**src/rtl/ad9517_spi_master.sv**
```systemverilog
// AD9517 SPI master: serialises 24-bit write/read frames onto a mode-0, MSB-first 4-wire bus.
// Latency: busy for CS_SETUP + 48*CLK_DIV + CS_HOLD + CS_GAP cycles after the accepting cycle.
// Backpressure: commands are only sampled while busy is low; commands seen while busy are dropped.
module ad9517_spi_master #(
  parameter int MOSI_DATA_WIDTH = 24,
  parameter int MISO_DATA_WIDTH = 8,
  parameter int CLK_DIV         = 4,
  parameter int CS_SETUP        = 2,
  parameter int CS_HOLD         = 2,
  parameter int CS_GAP          = 4
) (
  input  logic                       clk,
  input  logic                       rst,
  input  logic                       i_spi_wr_cmd,
  input  logic                       i_spi_rd_cmd,
  input  logic [MOSI_DATA_WIDTH-1:0] i_spi_wr_data,
  output logic [MISO_DATA_WIDTH-1:0] o_spi_rd_data,
  output logic                       o_spi_rd_valid,
  output logic                       o_spi_busy,
  output logic                       o_spi_sclk,
  output logic                       o_spi_cs_n,
  output logic                       o_spi_mosi,
  input  logic                       i_spi_miso
);

  // Instruction bits sent ahead of the captured read byte.
  localparam int INSTR_W = MOSI_DATA_WIDTH - MISO_DATA_WIDTH;

  // One shared phase counter covers every timed state, so size it for the longest phase.
  localparam int MAX_AB  = (CLK_DIV > CS_SETUP) ? CLK_DIV : CS_SETUP;
  localparam int MAX_CD  = (CS_HOLD > CS_GAP) ? CS_HOLD : CS_GAP;
  localparam int CNT_MAX = (MAX_AB > MAX_CD) ? MAX_AB : MAX_CD;
  localparam int CNT_W   = (CNT_MAX > 1) ? $clog2(CNT_MAX) : 1;
  localparam int BIT_W   = (MOSI_DATA_WIDTH > 1) ? $clog2(MOSI_DATA_WIDTH) : 1;

  typedef enum logic [2:0] {
    IDLE,
    SETUP,
    SHIFT,
    HOLD,
    GAP
  } state_t;

  state_t                     state;
  logic [CNT_W-1:0]           cnt;
  logic [BIT_W-1:0]           bit_cnt;
  logic [MOSI_DATA_WIDTH-1:0] tx_shreg;
  logic [MISO_DATA_WIDTH-1:0] rx_shreg;
  logic                       is_rd;

  // MOSI is the top of the transmit shift register; it only moves on SCLK falls and
  // drains to zero, which gives the zero-fill during read capture and in HOLD/GAP.
  assign o_spi_mosi = tx_shreg[MOSI_DATA_WIDTH-1];
  assign o_spi_busy = (state != IDLE);

  // Transaction sequencer: command accept, SCLK generation, shifting and CS framing.
  always_ff @(posedge clk) begin
    if (rst) begin
      state          <= IDLE;
      cnt            <= '0;
      bit_cnt        <= '0;
      tx_shreg       <= '0;
      rx_shreg       <= '0;
      is_rd          <= 1'b0;
      o_spi_rd_data  <= '0;
      o_spi_rd_valid <= 1'b0;
      o_spi_sclk     <= 1'b0;
      o_spi_cs_n     <= 1'b1;
    end else begin
      o_spi_rd_valid <= 1'b0;
      case (state)
        IDLE: begin
          o_spi_sclk <= 1'b0;
          o_spi_cs_n <= 1'b1;
          cnt        <= '0;
          bit_cnt    <= '0;
          // Write wins when both commands arrive together.
          if (i_spi_wr_cmd) begin
            tx_shreg   <= i_spi_wr_data;
            is_rd      <= 1'b0;
            o_spi_cs_n <= 1'b0;
            state      <= SETUP;
          end else if (i_spi_rd_cmd) begin
            tx_shreg   <= {i_spi_wr_data[INSTR_W-1:0], {MISO_DATA_WIDTH{1'b0}}};
            is_rd      <= 1'b1;
            o_spi_cs_n <= 1'b0;
            state      <= SETUP;
          end
        end

        SETUP: begin
          if (cnt == CNT_W'(CS_SETUP - 1)) begin
            cnt   <= '0;
            state <= SHIFT;
          end else begin
            cnt <= cnt + CNT_W'(1);
          end
        end

        SHIFT: begin
          if (cnt == CNT_W'(CLK_DIV - 1)) begin
            cnt <= '0;
            if (!o_spi_sclk) begin
              // Rising edge: device data has been stable since the previous fall.
              o_spi_sclk <= 1'b1;
              rx_shreg   <= {rx_shreg[MISO_DATA_WIDTH-2:0], i_spi_miso};
            end else begin
              // Falling edge: advance MOSI to the next bit.
              o_spi_sclk <= 1'b0;
              tx_shreg   <= {tx_shreg[MOSI_DATA_WIDTH-2:0], 1'b0};
              if (bit_cnt == BIT_W'(MOSI_DATA_WIDTH - 1)) begin
                bit_cnt <= '0;
                state   <= HOLD;
                if (is_rd) begin
                  o_spi_rd_data  <= rx_shreg;
                  o_spi_rd_valid <= 1'b1;
                end
              end else begin
                bit_cnt <= bit_cnt + BIT_W'(1);
              end
            end
          end else begin
            cnt <= cnt + CNT_W'(1);
          end
        end

        HOLD: begin
          if (cnt == CNT_W'(CS_HOLD - 1)) begin
            cnt        <= '0;
            o_spi_cs_n <= 1'b1;
            state      <= GAP;
          end else begin
            cnt <= cnt + CNT_W'(1);
          end
        end

        GAP: begin
          if (cnt == CNT_W'(CS_GAP - 1)) begin
            cnt   <= '0;
            state <= IDLE;
          end else begin
            cnt <= cnt + CNT_W'(1);
          end
        end

        default: begin
          state      <= IDLE;
          o_spi_sclk <= 1'b0;
          o_spi_cs_n <= 1'b1;
        end
      endcase
    end
  end

endmodule

```
**config.mk**
```make
export PLATFORM = sky130hd
export DESIGN_NAME = ad9517_spi_master
export DESIGN_NICKNAME = d
export VERILOG_FILES = /design/src/rtl/ad9517_spi_master.sv
export SDC_FILE = /design/constraint.sdc
export NUM_CORES = 1
export LEC_CHECK = 0
export ABC_AREA = 1
export BUFFER_PORTS_ARGS = -buffer_cell sky130_fd_sc_hd__buf_2
export CAP_MARGIN = 20
export CORE_UTILIZATION = 60
export DETAILED_ROUTE_END_ITERATION = 7
export PLACE_DENSITY = 0.87
export REMOVE_ABC_BUFFERS = 1
export SYNTH_ARGS = -nofsm -noshare
export SYNTH_HDL_FRONTEND = slang
export SYNTH_SLANG_ARGS = --single-unit
```
**constraint.sdc**
```tcl
create_clock -name clk -period 3.8 [get_ports clk]
set_input_delay 0.38 -clock clk [delete_from_list [all_inputs] [get_ports clk]]
set_output_delay 0.38 -clock clk [all_outputs]
set_load 0.005 [all_outputs]
```
## After elaboration in Yosys (flattened, before gate mapping)

Index checks and enable logic that the tools add are counted.
Widths: inputs -> output; s select.

| storage, ports and cells | value |
|---|---|
| bits in registers | 54 |
| input bits | 29 |
| output and inout bits | 13 |
| logic and storage cells | 81 |

| cells by class | value |
|---|---|
| add/subtract/negate cells | 2 |
| equal/unequal tests | 14 |
| mux-type cells | 31 |
| bitwise gates (word level) | 6 |
| reductions and logical operators | 18 |

Operators by type and width:

| cell | number |
|---|---|
| $mux 24 | 4 |
| $pmux 24 s2 | 1 |
| $mux 3 | 8 |
| $mux 5 | 3 |
| $pmux 3 s5 | 1 |
| $ne 2x2->1 const B | 6 |
| $pmux 5 s2 | 1 |
| $mux 1 | 8 |
| $reduce_and 7->1 | 1 |
| $eq 3x2->1 const B | 2 |
| $not 1->1 | 6 |
| $pmux 2 s3 | 1 |
| $reduce_and 2->1 | 3 |
| $reduce_and 3->1 | 2 |
| $reduce_bool 3->1 | 2 |
| $reduce_or 3->1 | 2 |
| $add 5x1->5 const B | 1 |
| $eq 5x5->1 const B | 1 |
| $reduce_and 5->1 | 1 |
| $reduce_or 5->1 | 1 |
| $mux 2 | 2 |
| $reduce_and 4->1 | 1 |
| $reduce_bool 2->1 | 2 |
| $reduce_or 2->1 | 2 |
| other kinds (9) | 9 |

## Logic depth before layout (Yosys ltp)

Gate-level depths: netlist (run 1).

| depth | value |
|---|---|
| depth after elaboration | 5 |
| gate-level depth with buffers | 10 |
| depth with buffers taken out | 10 |

## Least setup slack after synthesis (run 1)

No wires, ideal clock.

| timing path | value |
|---|---|
| path type | register to register |
| from | register cnt[0] |
| to | register tx_shreg[14] |
| library setup time | 116 ps |
| arrival | 1,268 ps |
| data required time | 3,684 ps |
| setup slack | 2,416 ps |
| stages on the path, launching flop included | 9 |
| buffers on the path | 1 |
| clock period less this slack | 1,384 ps |
| cell sequence | dfxtp_1 > ha_1 > inv_1 > nand3_4 > nand2_4 > nor2_8 > buf_4 > o21ai_0 > nor2_1 |

| between the ends | value |
|---|---|
| cells in the longest elaborated chain, start to end | 3 |

RTL lines:

| what | RTL line | source |
|---|---|---|
| from (decl) | 45 | `logic [CNT_W-1:0] cnt;` |
| from (signal assigned) | 96 | `cnt <= cnt + CNT_W'(1);` |
| from (signal assigned) | 123 | `cnt <= cnt + CNT_W'(1);` |
| from (signal assigned) | 133 | `cnt <= cnt + CNT_W'(1);` |
| $eq 2x2->1 | 101 | `if (cnt == CNT_W'(CLK_DIV - 1)) begin` |
| $ne 2x2->1 (no line) | n/a |  |
| $reduce_and 4->1 (no line) | n/a |  |
| to (signal assigned) | 79 | `tx_shreg <= i_spi_wr_data;` |
| to (signal assigned) | 84 | `tx_shreg <= {i_spi_wr_data[INSTR_W-1:0], {MISO_DATA_WIDTH{1'b0}}};` |
| to (signal assigned) | 110 | `tx_shreg <= {tx_shreg[MOSI_DATA_WIDTH-2:0], 1'b0};` |
| to (decl) | 47 | `logic [MOSI_DATA_WIDTH-1:0] tx_shreg;` |

No other way between the ends.
A chain may end at the register's enable or synchronous reset.

## Worst setup path after layout (run 1)

| timing path | value |
|---|---|
| from | register state[2] |
| to | register o_spi_rd_data[5] |

| between the ends | value |
|---|---|
| cells in the longest elaborated chain, start to end | 2 |

RTL lines:

| what | RTL line | source |
|---|---|---|
| from (decl) | 44 | `state_t state;` |
| from (signal assigned) | 59 | `state <= IDLE;` |
| from (signal assigned) | 82 | `state <= SETUP;` |
| from (signal assigned) | 87 | `state <= SETUP;` |
| $eq 3x2->1 | 71 | `case (state)` |
| $reduce_and 5->1 (no line) | n/a |  |
| to (signal assigned) | 115 | `o_spi_rd_data <= rx_shreg;` |
| to (decl) | 17 | `output logic [MISO_DATA_WIDTH-1:0] o_spi_rd_data,` |

No other way between the ends.

==> summary.md, run 1 <==
| Metric | Value |
|---|---|
| Worst R2R Start | `state[2]` |
| CP max FO | `26` |
| Drt total wl | `5520 um` |
| Final worst path period need | `1760 ps` |
| Yosys top cell area share | `0.389` |
| VDD IR max | `0.426 mV` |
| DRT Pass-1 Iters | `4` |
| Fin area | `3030 um2` |
| CP startpoint kind | `flop` |
| Post-Syn Area | `2780 um2` |
| First-pass GRT wire length | `9690 um` |
| DP Worst Slack | `1900 ps` |
| Mapped Avg Cell Area | `6.66 um2` |
| HP Class | `in -> reg` |
| Yosys warnings | `0` |
| Clk root buf | `clkbuf_8` |
| Final Hold Fails | `0` |
| CP dominant cell by count | `nor2_1` |
| ANT nets after route | `0` |
| Dominant cells by area after synthesis | `dfxtp_1, nand2_1, nor2_1, o21ai_0, inv_1` |
| Status | `finished, final reports clean` |
| Post-Syn Instances | `417` |
| Layout cell share with drive strength beyond 1 | `0.158` |
| Setup violators final | `0` |
| Vias | `2559` |
| Async SR Flop Fraction | `0` |
| Antenna violations before repair | `0` |
| Post-synth cell types | `33` |
| CTS HTree Levels | `2` |
| Fin crit share | `0.464` |
| IO buf count | `41` |
| # clock sinks | `54` |
| Clock-pin slew on the worst setup and hold paths | `100 ps` |
| Final setup TNS | `0 ps` |
| Post-CTS sizing | `0` |
| Chip Width | `70.1 um` |
| GRT Resource Usage Total | `0.241` |
| Final Wtd Congestion | `0.966` |
| Worst setup startpoint | `state[2]` |
| Wire per inst | `11.0 um` |
| Number of synthesized flops with an enable pin | `0` |
| Placement row count | `24` |
| ANT cells | `0` |
| Initial Util | `0.630` |
| # DRC | `0` |
| P per Cell Area | `593 nW/um2` |
| Final setup margin | `2040 ps` |
| Clk_skew | `11.1 ps` |
| Post-DP Area | `2930 um2` |
| TritonCTS Buffers | `5` |
| Most frequent cells after synthesis | `nand2_1, nor2_1, o21ai_0, dfxtp_1, inv_1` |
| Buf/Inv on CP | `2` |
| Starting DRT DRC Count | `188` |
| Worst EP required | `4050 ps` |
| Max Slew Vio Count | `0` |
| #FFs+latches synth | `54` |
| Crit Path Category | `reg -> reg` |
| Global route overflow | `0` |
| Critical path's slowest cell | `dfxtp_1` |
| Leak Pwr | `0.00147 uW` |
| TritonCTS clock tree | `done` |
| Chip height | `70.1 um` |
| Worst-Margin Slew | `993 ps` |
| Sequential fraction of the synthesis area | `0.389` |
| Placeable Area | `4410 um2` |
| Pin count of the biggest net entering global routing | `40` |
| Crit. End Element | `flop` |
| Die area | `4910 um2` |
| Crit-path leading delay family | `simple AND/OR/NAND/NOR gates` |
| Unrepaired setup endpoints after global routing | `false` |
| Max cap viols | `0` |
| HPWL after DPL | `3750 um` |
| Fmax | `567 MHz` |
| Post-CTS Setup Inserts | `0` |
| Headroom to the max-slew limit | `0.337` |
| CTS Buffer Depth | `2` |
| CP Cell Sequence | `nor2_4 -> nand2_4 -> inv_4 -> nand3_4 -> inv_2 -> nor2_1 -> nor2_1` |
| Worst hold slack | `282 ps` |
| Io pins | `42` |
| Top_reg_cell synth | `dfxtp_1` |
| Post-synth top area cell | `dfxtp_1` |
| Post-CTS Hold Fix Bufs | `0` |
| Layout net count | `480` |
| Critical Path Max Stage Delay | `390 ps` |
| Crit path DAT | `2020 ps` |
| Number of global-route vias before repair | `2242` |
| Area Overhead vs Synth | `9.01%` |
| Min-delay src | `i_spi_miso` |
| Most numerous cell in the Yosys netlist | `nand2_1` |
| Clock latency on the worst-skew pair | `310 ps` |
| Routed vias/inst | `5.12` |
[layer usage]
metal  global-route usage  wire length (um)
met1                0.315              2570
met2                0.410              2640
met3               0.0303               217
met4               0.0844                88
met5                    0                 0
[registers in the layout, summed over array words and instances (netlist names)]
| register | cells |
|---|---|
| rx_shreg | 8 |
| o_spi_cs_n | 1 |
| o_spi_rd_data | 8 |
| cnt | 2 |
| bit_cnt | 5 |
| o_spi_rd_valid | 1 |
| state | 3 |
| is_rd | 1 |
| o_spi_sclk | 1 |
| tx_shreg | 24 |
[where the power goes]
| part | leakage, uW | switching [uW] | internal (uW) |
|---|---|---|---|
| Combinational | 0.000980 | 485 | 231 |
| Clock | 0.0000491 | 198 | 136 |
| Sequential | 0.000441 | 74.1 | 673 |
| Total | 0.00147 | 757 | 1040 |
[cell families after synthesis]
| group | Yosys count | share of synthesized area |
|---|---|---|
| simple gates | 224 | 0.344 |
| compound gates | 76 | 0.149 |
| buf+inv | 58 | 0.0973 |
| flops | 54 | 0.389 |
| fa+ha+maj | 4 | 0.0180 |
| xor+xnor | 1 | 0.00315 |
[final cells by class]
cell class                      instances  area, um2
Clock buffer                            5       68.8
Sequential cell                        54       1080
Clock inverter                          3       26.3
Fill cell                             393       1390
Timing Repair Buffer                   41        205
Tap cell                               52       65.1
Multi-Input combinational cell        305       1430
Inverter                               40        155
[cells in the final DEF (no fill, tap or decap)]
| master | Yosys | routed |
|---|---|---|
| a21oi_1 | 10 | 10 |
| a21oi_2 | 4 | 4 |
| a31oi_1 | 1 | 1 |
| and2_1 | 1 | 1 |
| buf_2 | 2 | 41 |
| clkbuf_8 | 0 | 5 |
| clkinv_4 | 0 | 1 |
| dfxtp_1 | 54 | 54 |
| ha_1 | 4 | 4 |
| inv_1 | 34 | 34 |
| inv_2 | 4 | 4 |
| inv_4 | 2 | 2 |
| inv_6 | 0 | 2 |
| nand2_1 | 117 | 117 |
| nand2_2 | 1 | 1 |
| nand2_4 | 2 | 2 |
| nand3_1 | 8 | 8 |
| nand3_2 | 2 | 2 |
| nand3_4 | 2 | 2 |
| nand4_1 | 1 | 1 |
| nor2_1 | 83 | 83 |
| nor2_4 | 1 | 1 |
| nor2_8 | 1 | 1 |
| nor3_1 | 3 | 3 |
| nor3_4 | 1 | 1 |
| o211ai_1 | 1 | 1 |
| o21ai_0 | 55 | 55 |
| o21ai_1 | 3 | 3 |
| o21ai_4 | 1 | 1 |
| o21bai_1 | 1 | 1 |
| or2_2 | 1 | 1 |
| xor2_1 | 1 | 1 |
[path summary, 6_finish.rpt]
check / to / slack [ps] / cells past startpoint
min reg2reg: o_spi_cs_n / 460 / 2
min: rx_shreg[0] / 280 / 3
max reg2reg: o_spi_rd_data[5] / 2040 / 7
max: o_spi_rd_data[5] / 2040 / 7
[worst min-delay path, cell delays in order]
cell and delay [ps]:
buf_2 80, nor2_1 30, nor2_1 80
[stage by stage]
step                utilization  instances  power, uW
finish                    0.686        500       1800
global route              0.686        500       1940
CTS                       0.686        500       1800
detailed placement        0.665        492       1470
global placement          0.665        492       1450
floorplan                     -        399       1290
(Power assumes the default switching activity.)
==> run 2: changes to the inputs <==
- CORE_UTILIZATION: 60 -> 51
- PLACE_DENSITY: 0.87 -> 0.8
- clock period: 3.8 -> 1.6 ns (I/O delays scaled with it)
==> summary.md, run 2 (synthesis results as in run 1) <==
| Metric | Value |
|---|---|
| TritonCTS clock tree | `done` |
| Number of global-route vias before repair | `2217 (-1.1%)` |
| Final Wtd Congestion | `0.832 (-14%)` |
| Final setup TNS | `0 ps (unchanged)` |
| Fin area | `3180 um2 (+4.9%)` |
| Global route overflow | `0 (unchanged)` |
| Biggest register | `tx_shreg` |
| Critical Path Max Stage Delay | `350 ps (-40 ps)` |
| Final worst path period need | `1480 ps (-285 ps)` |
| Biggest regs | `tx_shreg (24), o_spi_rd_data (8), rx_shreg (8)` |
| Max cap viols | `0 (unchanged)` |
| # DRC | `0 (unchanged)` |
| Status | `finished, final reports clean` |
| Clock latency on the worst-skew pair | `310 ps (about the same)` |
| Unrepaired setup endpoints after global routing | `false` |
| Most frequent cells in the layout | `nand2_1, nor2_1, o21ai_0, dfxtp_1, buf_2` |
| Placement row count | `26 (+8.3%)` |
| CTS Buffer Depth | `2 (unchanged)` |
| Worst Reg2Reg Path Length in Cells | `8 (+1)` |
| Hold path cells | `3 (unchanged)` |
| TritonCTS Buffers | `5 (unchanged)` |
| Worst R2R Start | `cnt[1]` |
| Fmax | `677 MHz (+19%)` |
| Vias | `2601 (+1.6%)` |
| R2R setup slack | `120 ps (-1910 ps)` |
| CP startpoint kind | `flop` |
| Crit Path Category | `reg -> reg` |
| Chip Width | `75.8 um (+8.2%)` |
| Clk root buf | `clkbuf_8` |
| Max Slew Vio Count | `0 (unchanged)` |
| Number of flip-flops under the largest register name | `24 (unchanged)` |
| Headroom to the max-slew limit | `0.768 (+0.431)` |
| Placeable Area | `5170 um2 (+17%)` |
| Most common cell after layout, fill and taps aside | `nand2_1` |
| Initial Util | `0.537 (-0.0923)` |
| IO buf count | `41 (unchanged)` |
| Setup violators final | `0 (unchanged)` |
| Min-delay src | `i_spi_miso` |
| Worst-Margin Slew | `348 ps (-645 ps)` |
| Buf/Inv on CP | `2 (unchanged)` |
| Wire per inst | `11.1 um (+0.40%)` |
| Post-CTS sizing | `0 (unchanged)` |
| Fin crit share | `0.924 (+0.460)` |
| Worst EP required | `1840 ps (-2210 ps)` |
| Antenna violations before repair | `0 (unchanged)` |
| Starting DRT DRC Count | `88 (-53%)` |
| Clk_skew | `3.84 ps (-7.29 ps)` |
| RR Endpoint | `tx_shreg[0]` |
| Critical path's slowest cell | `dfxtp_1` |
| Clock-pin slew on the worst setup and hold paths | `100 ps (about the same)` |
| Hold Crit Endpoint | `rx_shreg[0]` |
| ANT nets after route | `0 (unchanged)` |
| First-pass GRT wire length | `9690 um (unchanged)` |
| Final Hold Fails | `0 (unchanged)` |
| Crit path DAT | `1720 ps (-300 ps)` |
| Pin count of the biggest net entering global routing | `40 (unchanged)` |
| HPWL after DPL | `4130 um (+10%)` |
| Crit-path leading delay family | `simple AND/OR/NAND/NOR gates` |
| CTS HTree Levels | `2 (unchanged)` |
| Chip height | `75.8 um (+8.2%)` |
| P per Cell Area | `1400 nW/um2 (+140%)` |
| Post-CTS Hold Fix Bufs | `0 (unchanged)` |
| Post-CTS Setup Inserts | `0 (unchanged)` |
| CP Cell Sequence | `ha_1 -> inv_2 -> nand3_4 -> nand2_4 -> nor2_8 -> inv_4 -> nand2_1 -> a21oi_1` |
| ANT cells | `0 (unchanged)` |
| Die area | `5750 um2 (+17%)` |
| # clock sinks | `54 (unchanged)` |
| Layout cell share with drive strength beyond 1 | `0.191 (+0.0328)` |
| DRT Pass-1 Iters | `4 (unchanged)` |
| CP max FO | `24 (-7.7%)` |
| Crit. End Element | `flop` |
| Io pins | `42 (unchanged)` |
| Leak Pwr | `0.00154 uW (+4.6%)` |
| Area Overhead vs Synth | `14.4%` |
| Post-DP Area | `3070 um2 (+4.7%)` |
| GRT Resource Usage Total | `0.220 (-0.0215)` |
| Drt total wl | `5870 um (+6.4%)` |
| Routed vias/inst | `4.91 (-4.1%)` |
| Layout net count | `492 (+2.5%)` |
| HP Class | `in -> reg` |
| VDD IR max | `0.608 mV (+43%)` |
## run 2: cell count changes in the layout (fill, tap and decap cells not counted), moves of 2 or more
cell,change
buf_12,+2
dfxtp_1,-2
dfxtp_2,+2
buf_4,+9
## run 2: layout make-up
| cell class | instances | area (um2) |
|---|---|---|
| Clock buffer | 5 | 68.8 |
| Clock inverter | 3 | 25.0 |
| Fill cell | 491 | 1990 |
| Inverter | 40 | 155 |
| Multi-Input combinational cell | 305 | 1430 |
| Sequential cell | 54 | 1080 |
| Tap cell | 70 | 87.6 |
| Timing Repair Buffer | 53 | 324 |
## run 2: worst min-delay path: cells and delay by family
family | cells | cell delay (ps)
buf+inv | 1 | 70
simple gates | 2 | 110
## run 2: layer usage
layer,up-vias,GRT usage,part of all wire
met3,5,0.0437,0.044
met5,-,0,0
met2,56,0.369,0.48
met4,0,0.0494,0.011
li1,1381,-,-
met1,1159,0.291,0.47
## run 2: how the worst max path moves through the flow
stage          depth (start not counted)                to        from  slack (ps)
2_1_floorplan                          7        bit_cnt[1]    state[2]         150
3_3_place_gp                           7       tx_shreg[7]    state[2]         140
5_1_grt                                9  o_spi_rd_data[1]  bit_cnt[1]           9
4_1_cts                                8       tx_shreg[0]      cnt[1]          50
6_report                               8       tx_shreg[0]      cnt[1]         120
3_5_place_dp                           8       tx_shreg[0]      cnt[1]          70
## run 2: where the power goes
| part | switching, uW | total (uW) | internal [uW] |
|---|---|---|---|
| Clock | 480 | 797 | 317 |
| Combinational | 1210 | 1910 | 702 |
| Sequential | 152 | 1750 | 1600 |
| Total | 1840 | 4460 | 2620 |
## run 2: metrics by stage
stage                     std cells  setup WS (ps)  utilization  hold slack (ps)  total power (uW)
after global routing            530           9.41        0.614             71.0              4820
after CTS                       530           46.7        0.612             63.3              4460
after floorplan                 399            154            -              222              3070
final                           530            122        0.614             67.2              4460
after detailed placement        522           72.4        0.594              392              3670
after global placement          522            141        0.594              383              3630
==> run 3: changes to the inputs <==
- CORE_UTILIZATION: 51 -> 43
- PLACE_DENSITY: 0.8 -> 0.69
==> summary.md, run 3 (synthesis results as in run 1) <==
| Metric | Value |
|---|---|
| Status | `finished, final reports clean` |
| Most common cell after layout, fill and taps aside | `nand2_1` |
| Placeable Area | `6060 um2 (+17%)` |
| P per Cell Area | `1400 nW/um2 (-0.46%)` |
| Final setup margin | `108 ps (-14.3 ps)` |
| Fin area | `3150 um2 (-0.94%)` |
| Setup violators final | `0 (unchanged)` |
| Wire per inst | `10.9 um (-1.4%)` |
| VDD IR max | `0.668 mV (+9.9%)` |
| Crit path DAT | `1750 ps (+30 ps)` |
| HP Class | `in -> reg` |
| Crit Path Category | `reg -> reg` |
| Worst Reg2Reg Path Length in Cells | `8 (unchanged)` |
| Number of flip-flops under the largest register name | `24 (unchanged)` |
| HPWL after DPL | `4220 um (+2.2%)` |
| TritonCTS clock tree | `done` |
| Crit. End Element | `flop` |
| Worst-Margin Slew | `430 ps (+82.5 ps)` |
| Vias | `2629 (+1.1%)` |
| Die area | `6790 um2 (+18%)` |
| Worst EP required | `1860 ps (+20 ps)` |
| Clk_skew | `10.6 ps (+6.78 ps)` |
| Hold Crit Endpoint | `rx_shreg[0]` |
| RR Endpoint | `state[1]` |
| Io pins | `42 (unchanged)` |
| ANT cells | `0 (unchanged)` |
| Clock-pin slew on the worst setup and hold paths | `110 ps (about the same)` |
| # DRC | `0 (unchanged)` |
| Fmax | `670 MHz (-0.96%)` |
| Layout net count | `490 (-0.41%)` |
| Fin crit share | `0.933 (+0.00894)` |
| Unrepaired setup endpoints after global routing | `true` |
| Placement row count | `28 (+7.7%)` |
| Final Wtd Congestion | `0.897 (+7.8%)` |
| Utilization after layout | `0.519 (-0.0950)` |
| Chip height | `82.4 um (+8.7%)` |
| CTS HTree Levels | `2 (unchanged)` |
| Max Slew Vio Count | `0 (unchanged)` |
| Area Overhead vs Synth | `13.3%` |
| Clock latency on the worst-skew pair | `310 ps (about the same)` |
| Worst R2R Start | `bit_cnt[0]` |
| IO buf count | `41 (unchanged)` |
| R2R setup slack | `110 ps (about the same)` |
| Biggest regs | `tx_shreg (24), o_spi_rd_data (8), rx_shreg (8)` |
| Pin count of the biggest net entering global routing | `40 (unchanged)` |
| Final Hold Fails | `0 (unchanged)` |
| Fillers | `620 (+26%)` |
| TritonCTS Buffers | `5 (unchanged)` |
| Drt total wl | `5820 um (-0.89%)` |
| Global route overflow | `0 (unchanged)` |
| DP Worst Slack | `61.0 ps (-11.4 ps)` |
| Leak Pwr | `0.00152 uW (-1.2%)` |
| Post-CTS Hold Fix Bufs | `0 (unchanged)` |
| ANT nets after route | `0 (unchanged)` |
| Layout cell share with drive strength beyond 1 | `0.188 (-0.00353)` |
| Initial Util | `0.459 (-0.0787)` |
| Final worst path period need | `1490 ps (+14.3 ps)` |
| CP max FO | `5 (-79%)` |
| Hold path cells | `3 (unchanged)` |
| DRT Pass-1 Iters | `4 (unchanged)` |
| Post-CTS Setup Inserts | `0 (unchanged)` |
| Post-DP Area | `3040 um2 (-1.1%)` |
| Most frequent cells in the layout | `nand2_1, nor2_1, o21ai_0, dfxtp_1, buf_2` |
| First-pass GRT wire length | `10300 um (+6.6%)` |
| Min-delay src | `i_spi_miso` |
| # clock sinks | `54 (unchanged)` |
| Starting DRT DRC Count | `104 (+18%)` |
| CTS Buffer Depth | `2 (unchanged)` |
| Headroom to the max-slew limit | `0.713 (-0.0554)` |
| GRT Resource Usage Total | `0.195 (-0.0245)` |
| Biggest register | `tx_shreg` |
| Multi-input combinational cell area | `1430 um2 (-0.26%)` |
| Max cap viols | `0 (unchanged)` |
| Routed vias/inst | `4.93 (+0.51%)` |
| Chip Width | `82.4 um (+8.7%)` |
| Register area | `1080 um2 (+0.12%)` |
| Clk root buf | `clkbuf_8` |
| Number of global-route vias before repair | `2473 (+12%)` |
| Antenna violations before repair | `0 (unchanged)` |
| CP startpoint kind | `flop` |
| Post-CTS sizing | `0 (unchanged)` |
-- run 3: cell types whose count changed in the layout (fill, tap and decap cells not counted), sizes merged --
cell / previous run / this run
buf: 53 / 51
-- run 3: worst max path at each step --
stage                from          end  slack [ps]  cells past startpoint
5_1_grt            cnt[0]  tx_shreg[1]         -10                      8
6_report       bit_cnt[0]     state[1]         110                      8
3_5_place_dp       cnt[0]  tx_shreg[8]          60                      8
2_1_floorplan    state[2]   bit_cnt[1]         150                      7
4_1_cts            cnt[1]  tx_shreg[5]          20                      8
3_3_place_gp       cnt[0]  tx_shreg[7]          80                      8
-- run 3: metal layers --
metal / GRT usage / wire (um)
met1: 0.246 / 2810
met5: 0 / 0
met3: 0.0308 / 297
met4: 0.0754 / 61
met2: 0.332 / 2650
-- run 3: metrics by stage --
step | cells | hold WS [ps] | TNS (ps) | total power [uW]
floorplan | 399 | 222 | 0 | 3070
global placement | 525 | 385 | 0 | 3580
detailed placement | 525 | 391 | 0 | 3600
CTS | 533 | 64.8 | 0 | 4390
global route | 533 | 97.8 | -33.2 | 4780
finish | 533 | 65.1 | 0 | 4400
-- run 3: power by group --
part	leakage (uW)	internal, uW	total, uW	switching [uW]
registers	0.000442	1600	1760	161
logic	0.00103	647	1840	1200
clock network	0.0000447	317	789	472
total	0.00152	2570	4400	1830
-- run 3: critical path: stages, from the launching register on --
cell,delay (ps)
dfxtp_1,390
ha_1,180
nand2_1,50
inv_1,80
nand2_1,100
o21bai_1,220
nand3_2,160
and2_1,170
nor2_1,80
-- run 3: layout make-up --
cell class	count	share of cell area
Timing Repair Buffer	51	0.0914
Tap cell	75	0.0298
Clock buffer	5	0.0219
Multi-Input combinational cell	305	0.454
Inverter	40	0.0501
Sequential cell	54	0.345
Clock inverter	3	0.00795
